$ cat src/rtl/hex_display_scan_if.sv
// Signal bundle between register/counter logic and the 7-segment scan driver.
// The master side supplies the hex value and controls; the slave side drives the pins.
interface hex_display_scan_if #(
  parameter int unsigned DIGITS = 4
);
  logic [4*DIGITS-1:0] i_value;
  logic [DIGITS-1:0]   i_dp_in;
  logic                i_load;
  logic                i_blank_lz;
  logic [6:0]          o_seg;
  logic                o_dp;
  logic [DIGITS-1:0]   o_dig_sel;
  logic                o_frame_tick;

  modport master (
    output i_value,
    output i_dp_in,
    output i_load,
    output i_blank_lz,
    input  o_seg,
    input  o_dp,
    input  o_dig_sel,
    input  o_frame_tick
  );

  modport slave (
    input  i_value,
    input  i_dp_in,
    input  i_load,
    input  i_blank_lz,
    output o_seg,
    output o_dp,
    output o_dig_sel,
    output o_frame_tick
  );
endinterface

$ cat src/rtl/hex_display_scan.sv
// Time-multiplexed DIGITS-wide hex 7-segment driver with frame-synchronous value
// updates, leading-zero blanking and configurable pin polarity.
module hex_display_scan #(
  parameter int unsigned DIGITS      = 4,
  parameter int unsigned REFRESH_DIV = 50000,
  parameter bit          SEG_ACT_LOW = 1'b0,
  parameter bit          DIG_ACT_LOW = 1'b1
) (
  input logic               i_clk,
  input logic               i_rst,
  hex_display_scan_if.slave bus
);

  localparam int unsigned CW = (REFRESH_DIV > 1) ? $clog2(REFRESH_DIV) : 1;
  localparam int unsigned IW = (DIGITS > 1) ? $clog2(DIGITS) : 1;
  localparam int unsigned VW = 4 * DIGITS;

  localparam logic [CW-1:0] DIV_LAST = CW'(REFRESH_DIV - 1);
  localparam logic [IW-1:0] IDX_LAST = IW'(DIGITS - 1);

  // Scan position
  logic [CW-1:0] r_div_cnt;
  logic [IW-1:0] r_idx;
  logic [CW-1:0] w_div_cnt_d;
  logic [IW-1:0] w_idx_d;
  logic          w_div_last;
  logic          w_wrap;

  // Displayed and pending value
  logic [VW-1:0]     r_disp;
  logic [DIGITS-1:0] r_disp_dp;
  logic [VW-1:0]     r_pend;
  logic [DIGITS-1:0] r_pend_dp;
  logic              r_pend_valid;
  logic [VW-1:0]     w_disp_d;
  logic [DIGITS-1:0] w_disp_dp_d;
  logic [VW-1:0]     w_pend_d;
  logic [DIGITS-1:0] w_pend_dp_d;
  logic              w_pend_valid_d;

  // Registered pin drivers
  logic              r_wrap;
  logic              r_frame_tick;
  logic [6:0]        r_seg;
  logic              r_dp;
  logic [DIGITS-1:0] r_dig_sel;

  // Current-digit decode
  logic [3:0]        w_nibble;
  logic              w_cur_dp;
  logic              w_cur_blank;
  logic [DIGITS-1:0] w_onehot;
  logic [6:0]        w_glyph;
  logic [6:0]        w_seg_d;

  function automatic logic [6:0] f_decode(input logic [3:0] nib);
    logic [6:0] g;
    g = 7'b0000000;
    unique case (nib)
      4'h0: g = 7'b1111110;
      4'h1: g = 7'b0110000;
      4'h2: g = 7'b1101101;
      4'h3: g = 7'b1111001;
      4'h4: g = 7'b0110011;
      4'h5: g = 7'b1011011;
      4'h6: g = 7'b1011111;
      4'h7: g = 7'b1110000;
      4'h8: g = 7'b1111111;
      4'h9: g = 7'b1111011;
      4'hA: g = 7'b1110111;
      4'hB: g = 7'b0011111;
      4'hC: g = 7'b1001110;
      4'hD: g = 7'b0111101;
      4'hE: g = 7'b1001111;
      4'hF: g = 7'b1000111;
      default: g = 7'b0000000;
    endcase
    return g;
  endfunction

  always_comb begin
    w_div_last  = (r_div_cnt == DIV_LAST);
    w_wrap      = w_div_last && (r_idx == IDX_LAST);
    w_div_cnt_d = w_div_last ? '0 : r_div_cnt + CW'(1);
    w_idx_d     = r_idx;
    if (w_div_last) begin
      w_idx_d = w_wrap ? '0 : r_idx + IW'(1);
    end
  end

  // A load on the wrap cycle bypasses the pending register so it shows this frame.
  always_comb begin
    w_disp_d       = r_disp;
    w_disp_dp_d    = r_disp_dp;
    w_pend_d       = r_pend;
    w_pend_dp_d    = r_pend_dp;
    w_pend_valid_d = r_pend_valid;
    if (w_wrap) begin
      w_pend_valid_d = 1'b0;
      if (bus.i_load) begin
        w_disp_d    = bus.i_value;
        w_disp_dp_d = bus.i_dp_in;
      end else if (r_pend_valid) begin
        w_disp_d    = r_pend;
        w_disp_dp_d = r_pend_dp;
      end
    end else if (bus.i_load) begin
      w_pend_d       = bus.i_value;
      w_pend_dp_d    = bus.i_dp_in;
      w_pend_valid_d = 1'b1;
    end
  end

  // Walk from the most significant digit down, tracking whether everything so far is zero.
  always_comb begin
    logic upper_zero;
    upper_zero  = 1'b1;
    w_nibble    = 4'h0;
    w_cur_dp    = 1'b0;
    w_cur_blank = 1'b0;
    w_onehot    = '0;
    for (int i = DIGITS - 1; i >= 0; i--) begin
      upper_zero = upper_zero && (r_disp[4*i +: 4] == 4'h0);
      if (r_idx == IW'(i)) begin
        w_nibble    = r_disp[4*i +: 4];
        w_cur_dp    = r_disp_dp[i];
        w_cur_blank = bus.i_blank_lz && (i != 0) && upper_zero;
        w_onehot[i] = 1'b1;
      end
    end
    w_glyph = f_decode(w_nibble);
    w_seg_d = w_cur_blank ? 7'b0000000 : w_glyph;
  end

  always_ff @(posedge i_clk) begin
    if (i_rst) begin
      r_div_cnt <= '0;
      r_idx     <= '0;
    end else begin
      r_div_cnt <= w_div_cnt_d;
      r_idx     <= w_idx_d;
    end
  end

  always_ff @(posedge i_clk) begin
    if (i_rst) begin
      r_disp       <= '0;
      r_disp_dp    <= '0;
      r_pend       <= '0;
      r_pend_dp    <= '0;
      r_pend_valid <= 1'b0;
    end else begin
      r_disp       <= w_disp_d;
      r_disp_dp    <= w_disp_dp_d;
      r_pend       <= w_pend_d;
      r_pend_dp    <= w_pend_dp_d;
      r_pend_valid <= w_pend_valid_d;
    end
  end

  // Wrap is delayed twice so frame_tick lines up with digit 0 appearing on the pins.
  always_ff @(posedge i_clk) begin
    if (i_rst) begin
      r_wrap       <= 1'b0;
      r_frame_tick <= 1'b0;
      r_seg        <= {7{SEG_ACT_LOW}};
      r_dp         <= SEG_ACT_LOW;
      r_dig_sel    <= {DIGITS{DIG_ACT_LOW}};
    end else begin
      r_wrap       <= w_wrap;
      r_frame_tick <= r_wrap;
      r_seg        <= w_seg_d ^ {7{SEG_ACT_LOW}};
      r_dp         <= w_cur_dp ^ SEG_ACT_LOW;
      r_dig_sel    <= w_onehot ^ {DIGITS{DIG_ACT_LOW}};
    end
  end

  assign bus.o_seg        = r_seg;
  assign bus.o_dp         = r_dp;
  assign bus.o_dig_sel    = r_dig_sel;
  assign bus.o_frame_tick = r_frame_tick;

endmodule

$ cat src/flat_wrapper.sv
// flat-port wrapper written by rule: the top's interface ports become plain ports
module hex_display_scan_flat 
#(
  parameter int unsigned DIGITS      = 4,
  parameter int unsigned REFRESH_DIV = 50000,
  parameter bit          SEG_ACT_LOW = 1'b0,
  parameter bit          DIG_ACT_LOW = 1'b1
)
  (i_clk, i_rst, bus_i_value, bus_i_dp_in, bus_i_load, bus_i_blank_lz, bus_o_seg, bus_o_dp, bus_o_dig_sel, bus_o_frame_tick);
  hex_display_scan_if #(.DIGITS(DIGITS)) bus_i ();
  input logic i_clk;
  input logic i_rst;
  input wire logic [$bits(bus_i.i_value)-1:0] bus_i_value;
  input wire logic [$bits(bus_i.i_dp_in)-1:0] bus_i_dp_in;
  input wire logic [$bits(bus_i.i_load)-1:0] bus_i_load;
  input wire logic [$bits(bus_i.i_blank_lz)-1:0] bus_i_blank_lz;
  output wire logic [$bits(bus_i.o_seg)-1:0] bus_o_seg;
  output wire logic [$bits(bus_i.o_dp)-1:0] bus_o_dp;
  output wire logic [$bits(bus_i.o_dig_sel)-1:0] bus_o_dig_sel;
  output wire logic [$bits(bus_i.o_frame_tick)-1:0] bus_o_frame_tick;
  assign bus_i.i_value = bus_i_value;
  assign bus_i.i_dp_in = bus_i_dp_in;
  assign bus_i.i_load = bus_i_load;
  assign bus_i.i_blank_lz = bus_i_blank_lz;
  assign bus_o_seg = bus_i.o_seg;
  assign bus_o_dp = bus_i.o_dp;
  assign bus_o_dig_sel = bus_i.o_dig_sel;
  assign bus_o_frame_tick = bus_i.o_frame_tick;
  hex_display_scan #(.DIGITS(DIGITS), .REFRESH_DIV(REFRESH_DIV), .SEG_ACT_LOW(SEG_ACT_LOW), .DIG_ACT_LOW(DIG_ACT_LOW)) u_core (.i_clk(i_clk), .i_rst(i_rst), .bus(bus_i));
endmodule
$ cat config.mk
export PLATFORM = sky130hd
export DESIGN_NAME = hex_display_scan_flat
export DESIGN_NICKNAME = d
export VERILOG_FILES = /design/src/rtl/hex_display_scan_if.sv /design/src/rtl/hex_display_scan.sv /design/src/flat_wrapper.sv
export SDC_FILE = /design/constraint.sdc
export NUM_CORES = 1
export LEC_CHECK = 0
export CAP_MARGIN = 0
export CORE_UTILIZATION = 60
export DETAILED_ROUTE_END_ITERATION = 10
export PLACE_DENSITY_LB_ADDON = 0.15
export SKIP_LAST_GASP = 1
export SLEW_MARGIN = 10
export SYNTH_ARGS = -nofsm -noshare
export SYNTH_HDL_FRONTEND = slang
export SYNTH_SLANG_ARGS = --single-unit
$ cat constraint.sdc
create_clock -name i_clk -period 4.4 [get_ports i_clk]
set_clock_uncertainty 0.1 [all_clocks]
set_input_delay 0.88 -clock i_clk [delete_from_list [all_inputs] [get_ports i_clk]]
set_output_delay 0.88 -clock i_clk [all_outputs]
set_load 0.005 [all_outputs]
==> results_dict.tcl, run 1 <==
set metrics [dict create \
    outcome "complete, no violations" \
    cts_hold_buf 0 \
    nets 449 \
    period_minus_slack_ns 2.79 \
    yosys.area_share.adder_pct 4.34 \
    cap_violations 0 \
    p_clk_share_pct 37.1 \
    yosys.cell_types.count 46 \
    wl_um 6690 \
    postSynthAreaPerCell_um2 8.96 \
    start_kind "register" \
    cp_max_fo 12 \
    synth.area.top_cells "dfxtp_1 (42%), a211oi_2 (7.2%), mux2i_1 (6.9%)" \
    cts_inserted_buffers 9 \
    cts_tree "done" \
    synth_area_um2 3460 \
    wl_per_cell_um 13.6 \
    place_worst_setup_slack_ns 1.35 \
    report.final.hold_viol_count 0 \
    synth-xor-area-share_pct 3.04 \
    synth_edf_count 0 \
    antenna_found_initial 0 \
    clock_latency_ns 0.34 \
    diodes 0 \
    drt_pass1_iterations 4 \
    grt_pass1_wl_um 11300 \
    cts.sinks 73 \
    postCtsSetupBuffers 0 \
    synth-simple-area-share_pct 22.5 \
    viasPerCell 5.56 \
    drt_drc_violations_left 0 \
    p_seq_share_pct 55.5 \
    setup_tns_ns 0 \
    final_util_pct 72.2 \
    final_cells 490 \
    p_switching_mw 0.294 \
    p_int_mw 0.939 \
    clockBufferDepth 2 \
    synth-seq-cells 73 \
    comb_power_share_pct 7.3 \
    ctsRootBufferMaster "clkbuf_8" \
    yosysTopAreaCell "dfxtp_1" \
    fin_crit_sh_pct 63.5 \
    start_util_pct 62.4 \
    worstPathRequired_ns 4.54 \
    via_count 2724 \
    die_y_um 77.9 \
    h-tree-depth 3 \
    worst_pin_slew_ns 0.826 \
    max_freq_mhz 358 \
    synthMuxAreaShare_pct 7.27 \
    criticalPathCategory "register to register" \
    ys_seq_area_share_pct 42.3 \
    clk_pin_slew_ns 0.07 \
    grtUsageTotal_pct 23.8 \
    initialDrtViolationCount 106 \
    setup_viol 0 \
    rows 27 \
    port_buffers 36 \
    relSlewSlack_pct 45.0 \
    synthFlopType "dfxtp_1" \
    grt_overflow_total 0 \
    core_um2 5540 \
    rsz0062_at_grt "false" \
    final_antenna_net_count 0 \
    nFillCells 441 \
    synthArstFlopShare_pct 0 \
    synth_top_family_by_area "simple AND/OR/NAND/NOR gates" \
    hold_path.class "register to register" \
    synth_top_area_share_pct 42.3 \
    dp_cells 474 \
    synth.net_count 422 \
    peakVddDrop_uv 206 \
    layout_setup_ws_ns 1.61 \
    ios 37 \
    power_density_nw_per_um2 308 \
    final-max-slew-violation-count 0 \
    die_x_um 77.9 \
    arrival_ns 2.93 \
    place.gp.congestion 0.829 \
    p_sw_share_pct 23.9 \
    cts_resized 0 \
    area_delta_synth_final_pct 15.6 \
    p_leak_nw 1.48 \
    end_kind "register" \
    die_area_um2 6070 \
    grt_max_degree 30 \
    synthCells 386 \
    drive_above_1_share_pct 11.2 \
    yosys_warnings 0 \
    synth_compound_area_share_pct 16.0 \
    grt_pass1_vias 2500 \
    dp_hpwl_um 4680 \
]
[cell usage after synthesis (3+ instances only)]
library cell   n
dfxtp_1       73
nand2_1       58
nor2_1        47
a21oi_1       30
mux2i_1       24
a211oi_2      20
clkbuf_1      12
ha_1          12
inv_1          9
buf_2          8
xnor2_1        8
nand2b_1       7
nand3_1        7
o21ai_0        6
buf_4          5
nor2b_1        5
or3_1          5
nand4_1        4
nor3_1         4
xor2_1         4
a211oi_1       3
nand3b_1       3
nor3b_1        3
nor4_1         3
[cell families after synthesis]
family	after synthesis
adder cells (fa/ha/maj)	12
XOR/XNOR	12
AND/OR/NAND/NOR	159
buffers and inverters	34
AO/OA/AOI/OAI	71
flip-flops	73
multiplexers	25
[layout make-up]
class                   instances  area [um^2]  area share [%]
clock buffers                  11          141            3.54
clock inverters                 5         31.3           0.782
inverters                       9         33.8           0.845
multi-input cells             279         1850            46.2
flip-flops and latches         73         1460            36.6
well taps                      72         90.1            2.25
repair buffers                 41          393            9.83
[metrics by stage]
stage | area, um^2 | total power, mW | hold WS, ns
detailed placement | 3820 | 0.791 | 0.328
finish | 4000 | 1.23 | 0.350
floorplan | 3460 | 0.750 | 0.314
global route | 4000 | 1.28 | 0.368
global placement | 3820 | 0.788 | 0.317
CTS | 4000 | 1.25 | 0.347
[layer usage]
| metal | global-route usage, % | routed length (um) | vias up |
|---|---|---|---|
| li1 | - | - | 1391 |
| met1 | 30.8 | 3080 | 1254 |
| met2 | 39.1 | 3150 | 69 |
| met3 | 4.94 | 352 | 10 |
| met4 | 8.33 | 107 | 0 |
| met5 | 0 | 0 | - |
[path summary, 6_finish.rpt]
kind,startpoint,endpoint,slack (ns),depth (start not counted)
max,u_core.r_idx[0]$_SDFFE_PP0P_,u_core.bus.o_seg[0]$_SDFF_PP0_,1.61,9
min,u_core.r_wrap$_SDFF_PP0_,u_core.bus.o_frame_tick$_SDFF_PP0_,0.35,1
max reg2reg,u_core.r_idx[0]$_SDFFE_PP0P_,u_core.bus.o_seg[0]$_SDFF_PP0_,1.61,9
min reg2reg,u_core.r_wrap$_SDFF_PP0_,u_core.bus.o_frame_tick$_SDFF_PP0_,0.35,1
[cells in the final DEF, fill, tap and decap left out, types with 2 or more instances in the layout]
master,n
a221oi_1,2
and4_1,2
o21ai_0,6
inv_1,9
nor3b_1,3
and3_1,2
nand2_1,58
xor2_1,4
clkinv_2,3
buf_4,5
xnor2_1,8
nor2b_1,5
a211oi_1,3
nand4_1,4
dfxtp_1,73
clkbuf_8,10
nand4b_1,2
or3_1,5
mux2i_1,24
nor4_1,3
nor3_1,4
nand2b_1,7
nor2_1,47
a21oi_1,30
ha_1,12
a211oi_2,20
clkdlybuf4s50_1,35
nand3_1,7
nand3b_1,3
[worst max-delay path, cell delays in order, from the launching register on]
cell and delay (ns):
dfxtp_1 0.42, inv_1 0.09, ha_1 0.34, a21oi_1 0.17, o21ai_0 0.12, a22oi_1 0.49
inv_1 0.18, ha_1 0.26, mux2_2 0.28, a221oi_1 0.24
[power by group through the flow]
stage	registers [mW]	logic, mW	clock network [mW]
2_1_floorplan	0.699	0.0507	0
3_5_place_dp	0.700	0.0908	0
5_1_grt	0.687	0.0993	0.498
4_1_cts	0.685	0.0912	0.470
6_report	0.685	0.0903	0.458
3_3_place_gp	0.699	0.0888	0
[flip-flops by register name, indices dropped and copies added (netlist names)]
name and count:
u_core.r_disp 16, u_core.r_div_cnt 16, u_core.r_pend 16, u_core.bus.o_seg 7
u_core.bus.o_dig_sel 4, u_core.r_disp_dp 4, u_core.r_pend_dp 4, u_core.r_idx 2
u_core.bus.o_dp 1, u_core.bus.o_frame_tick 1, u_core.r_pend_valid 1, u_core.r_wrap 1
Power figures use the tool's default switching activity.
==> inputs of run 2 (changes only) <==
- CORE_UTILIZATION: 60 -> 51
- clock period: 4.4 -> 2.5 ns (I/O delays scaled with it)
==> results_dict.tcl, run 2 (same netlist as run 1, synthesis figures left out) <==
set metrics [dict create \
    outcome "finished with violations" \
    violations "design-rule violations" \
    die_y_um 84.3 \
    postCtsSetupBuffers 0 \
    drt_drc_violations_left 7 \
    hold_path.class "input pin to register" \
    cp_slowest_cell "a311o_1" \
    report.final.hold_viol_count 0 \
    grt_util_met1_pct 27.2 \
    start_kind "register" \
    grt_pass1_wl_um 11700 \
    viasPerCell 5.38 \
    final_antenna_net_count 0 \
    p_leak_nw 1.53 \
    wl_um 6910 \
    port_buffers 36 \
    core_um2 6460 \
    grt_pass1_vias 2522 \
    use_met2_pct 33.2 \
    use_met3_pct 5.41 \
    dp_hpwl_um 4790 \
    criticalPathCategory "register to register" \
    top_regs "u_core.r_disp x16, u_core.r_div_cnt x16, u_core.r_pend x16" \
    nFillCells 564 \
    relSlewSlack_pct 61.7 \
    die_area_um2 7110 \
    cts_tree "done" \
    r2r_cells 7 \
    grt_overflow_total 0 \
    via_count 2709 \
    crit_buf_inv 1 \
    wl_per_cell_um 13.7 \
    cp_max_fo 12 \
    diodes 0 \
    start_util_pct 53.5 \
    grtUsageTotal_pct 20.7 \
    layout_commonest_cell "dfxtp_1" \
    h-tree-depth 3 \
    power_density_nw_per_um2 558 \
    cts.sinks 73 \
    arrival_ns 2.45 \
    crit_family "simple AND/OR/NAND/NOR gates" \
    die_x_um 84.3 \
    worstPathRequired_ns 2.68 \
    mostFrequentLayoutCells "dfxtp_1 (73), nand2_1 (58), nor2_1 (47), clkdlybuf4s50_1 (35), a21oi_1 (30)" \
    max_freq_mhz 439 \
    clockBufferDepth 2 \
    cap_violations 0 \
    cts_inserted_buffers 9 \
    final-max-slew-violation-count 0 \
    end_kind "register" \
    worstPathCellList "inv_1 -> ha_2 -> nand3b_1 -> a311o_1 -> and2_0 -> or3_1 -> a31oi_1" \
    area_delta_synth_final_pct 18.8 \
    initialDrtViolationCount 168 \
    peakVddDrop_uv 528 \
    worst_pin_slew_ns 0.574 \
    place.gp.congestion 0.814 \
    final_util_pct 63.6 \
    period_minus_slack_ns 2.28 \
    hold_depth 2 \
    drive_above_1_share_pct 14.3 \
    path_depth 7 \
    stdcell_area_um2 4110 \
    cts_resized 0 \
    ios 37 \
    rsz0062_at_grt "false" \
    nets 458 \
    clock_latency_ns 0.35 \
    ctsRootBufferMaster "clkbuf_8" \
    placed_area_um2 3900 \
    drt_pass1_iterations 7 \
    setup_viol 0 \
    setup_tns_ns 0 \
    cts_hold_buf 0 \
    grt_max_degree 30 \
    fin_crit_sh_pct 91.1 \
    antenna_found_initial 0 \
    clk_pin_slew_ns 0.08 \
    rows 29 \
    top_usage_layer "met2" \
    cpPeakStageDelay_ns 0.47 \
]
## run 2: cell types whose count changed in the layout (fill, tap and decap cells not counted), sizes merged
cell | before | now
bufinv | 0 | 1
clkinv | 4 | 2
clkinvlp | 1 | 2
buf | 6 | 15
## run 2: final timing paths
kind                                               startpoint                                to  slack, ns
worst max-delay path             u_core.r_idx[0]$_SDFFE_PP0P_    u_core.bus.o_seg[6]$_SDFF_PP0_       0.22
worst min-delay path                                    i_rst  u_core.r_disp_dp[3]$_SDFFE_PP0P_       0.32
worst max register to register   u_core.r_idx[0]$_SDFFE_PP0P_    u_core.bus.o_seg[6]$_SDFF_PP0_       0.22
worst min register to register  u_core.r_pend[2]$_SDFFE_PP0P_     u_core.r_pend[2]$_SDFFE_PP0P_       0.36
## run 2: layout make-up
type                            instances  area (um^2)  share of cell area [%]
Multi-Input combinational cell        279         1860                    45.3
Clock buffer                           11          141                    3.44
Timing Repair Buffer                   50          460                    11.2
Inverter                                9         33.8                   0.822
Sequential cell                        73         1460                    35.6
Tap cell                               77         96.3                    2.34
Clock inverter                          5         55.1                    1.34
## run 2: per-stage QoR
stage / setup slack [ns] / instances / hold WS, ns / power, mW
6_report: 0.223 / 504 / 0.317 / 2.29
3_5_place_dp: 0.127 / 488 / 0.341 / 1.40
2_1_floorplan: 0.124 / 386 / 0.314 / 1.32
5_1_grt: 0.0653 / 504 / 0.316 / 2.40
4_1_cts: 0.106 / 504 / 0.312 / 2.32
3_3_place_gp: 0.220 / 488 / 0.341 / 1.40
## run 2: per-layer routing
metal | vias up | part of all wire (%)
met5 | - | 0
met4 | 0 | 0.84
met3 | 5 | 3.5
met2 | 48 | 46
met1 | 1249 | 49
li1 | 1407 | -
## run 2: report_power, final
part / leakage, nW / internal (mW) / total, mW / switching, mW
clock network: 0.0953 / 0.485 / 0.922 / 0.437
registers: 0.595 / 1.19 / 1.20 / 0.0140
logic: 0.840 / 0.0827 / 0.166 / 0.0828
total: 1.53 / 1.76 / 2.29 / 0.534
==> inputs of run 3 (changes only) <==
- GPL_TIMING_DRIVEN: unset -> 0
- PLACE_DENSITY: unset -> 0.77
- PLACE_DENSITY_LB_ADDON: 0.15 -> unset
==> results_dict.tcl, run 3 (same netlist as run 1, synthesis figures left out) <==
set metrics [dict create \
    grt_pass1_vias 2733 \
    r2r-start "u_core.r_idx[1]$_SDFFE_PP0P_" \
    final_antenna_net_count 0 \
    fin_crit_sh_pct 94.9 \
    grt_overflow_total 0 \
    initialDrtViolationCount 180 \
    diodes 0 \
    end_kind "register" \
    dp_hpwl_um 5150 \
    grtUsageTotal_pct 22.5 \
    core_um2 6460 \
    criticalPathCategory "register to register" \
    cts.sinks 73 \
    power_density_nw_per_um2 623 \
    nets 468 \
    final-max-slew-violation-count 0 \
    layout_setup_ws_ns 0.127 \
    wl_met3_um 333 \
    min_to "u_core.r_pend_dp[0]$_SDFFE_PP0P_" \
    met2_length_um 3510 \
    grt_max_degree 13 \
    die_area_um2 7110 \
    port_buffers 34 \
    wl_met1_um 3400 \
    drt_pass1_iterations 8 \
    wl_per_cell_um 14.4 \
    r2r_setup_slack_ns 0.13 \
    top_layer "met4" \
    peakVddDrop_uv 306 \
    p_sw_share_pct 20.2 \
    cpPeakStageDelay_ns 0.39 \
    hold_path.class "register to register" \
    h-tree-depth 3 \
    setup_tns_ns 0 \
    r2r_cells 10 \
    worst_pin_slew_ns 0.774 \
    wl_um 7390 \
    clk_pin_slew_ns 0.08 \
    crit_family "adder cells" \
    clockBufferDepth 2 \
    ios 37 \
    cts_hold_buf 0 \
    relSlewSlack_pct 48.4 \
    crit_buf_inv 3 \
    hold_start "u_core.r_pend_dp[0]$_SDFFE_PP0P_" \
    cp_slowest_cell "dfxtp_1" \
    place_worst_setup_slack_ns -0.262 \
    top_regs "u_core.r_disp x16, u_core.r_div_cnt x16, u_core.r_pend x16" \
    layout_commonest_cell "dfxtp_1" \
    hold_ws_ns 0.355 \
    outcome "finished with violations" \
    die_x_um 84.3 \
    rows 29 \
    clock_latency_ns 0.34 \
    cts_inserted_buffers 9 \
    period_minus_slack_ns 2.37 \
    mostFrequentLayoutCells "dfxtp_1 (72), nand2_1 (58), nor2_1 (47), clkdlybuf4s50_1 (34), a21oi_1 (30)" \
    viasPerCell 5.56 \
    setup_viol 0 \
    p_seq_share_pct 46.1 \
    p_clk_share_pct 47.6 \
    rsz0062_at_grt "false" \
    cap_violations 0 \
    violations "design-rule violations" \
    via_count 2859 \
    nFillCells 515 \
    antenna_found_initial 0 \
    cp_max_fo 10 \
    worstPathRequired_ns 2.64 \
    cts_tree "done" \
    arrival_ns 2.52 \
    dp_cells 497 \
    start_kind "register" \
    p_int_mw 2.08 \
    drive_above_1_share_pct 13.5 \
    worstPathCellList "inv_1 -> ha_1 -> buf_4 -> nor2b_1 -> o21ai_0 -> and2_4 -> inv_1 -> ha_1 -> mux2_2 -> a221oi_1" \
    place.gp.congestion 0.828 \
    report.final.hold_viol_count 0 \
    final_util_pct 64.9 \
    p_switching_mw 0.529 \
    final_cells 514 \
    p_leak_nw 1.57 \
    comb_power_share_pct 6.3 \
    start_util_pct 53.5 \
    ctsRootBufferMaster "clkbuf_8" \
    grt_pass1_wl_um 12700 \
    drt_drc_violations_left 14 \
    rr_endpoint "u_core.bus.o_seg[0]$_SDFF_PP0_" \
    die_y_um 84.3 \
    hold_depth 2 \
    max_freq_mhz 421 \
    area_delta_synth_final_pct 21.2 \
]
## run 3: cell types whose count changed in the layout (fill, tap and decap cells not counted), moves of 3 or more
cell	delta
buf_4	-8
ha_2	-3
buf_2	+6
ha_1	+3
clkbuf_1	+11
bufinv_16	+3
## run 3: worst max path at each step
| stage | cells past startpoint | to | start |
|---|---|---|---|
| final | 10 | u_core.bus.o_seg[0]$_SDFF_PP0_ | u_core.r_idx[1]$_SDFFE_PP0P_ |
| after global routing | 9 | u_core.bus.o_seg[6]$_SDFF_PP0_ | u_core.r_idx[1]$_SDFFE_PP0P_ |
| after CTS | 10 | u_core.bus.o_seg[0]$_SDFF_PP0_ | u_core.r_idx[0]$_SDFFE_PP0P_ |
| after detailed placement | 10 | u_core.bus.o_seg[0]$_SDFF_PP0_ | u_core.r_idx[0]$_SDFFE_PP0P_ |
| after global placement | 10 | u_core.bus.o_seg[0]$_SDFF_PP0_ | u_core.r_idx[0]$_SDFFE_PP0P_ |
| after floorplan | 10 | u_core.bus.o_seg[0]$_SDFF_PP0_ | u_core.r_idx[0]$_SDFFE_PP0P_ |
## run 3: per-layer routing
layer	GRT usage (%)	up-vias
met5	0	-
met4	10.0	0
met3	3.74	14
met2	36.5	85
met1	29.7	1336
li1	-	1424
## run 3: through the flow
| step | instance area, um^2 | power [mW] |
|---|---|---|
| 6_report | 4190 | 2.61 |
| 5_1_grt | 4190 | 2.71 |
| 4_1_cts | 4180 | 2.63 |
| 3_5_place_dp | 3890 | 1.39 |
| 3_3_place_gp | 3890 | 1.39 |
| 2_1_floorplan | 3460 | 1.32 |
## run 3: timing repair
action | CTS | global route
cloned | 0 | 0
endpoints found under the setup margin | 6 | 3
pin swaps | 1 | 0
gates resized for setup | 1 | 4
setup buffers | 1 | 0
## run 3: power by group through the flow
stage	Sequential [mW]	Combinational [mW]	Clock (mW)
detailed placement	1.23	0.163	0
global placement	1.23	0.161	0
CTS	1.20	0.165	1.26
floorplan	1.23	0.0892	0
global route	1.21	0.181	1.32
finish	1.20	0.165	1.25
## run 3: final cells by class
type	count	area (um^2)	share of cell area, %
Multi-Input combinational cell	279	1850	44.1
Sequential cell	73	1470	34.9
Timing Repair Buffer	35	348	8.30
Clock buffer	11	151	3.61
Clock inverter	5	125	2.98
Buffer	25	125	2.98
Tap cell	77	96.3	2.30
Inverter	9	33.8	0.806
## run 3: worst reg2reg max path: stages, from the launching register on
cell	delay, ns
dfxtp_1	0.39
inv_1	0.08
ha_1	0.19
buf_4	0.17
nor2b_1	0.13
o21ai_0	0.18
and2_4	0.20
inv_1	0.12
ha_1	0.23
mux2_2	0.27
a221oi_1	0.24
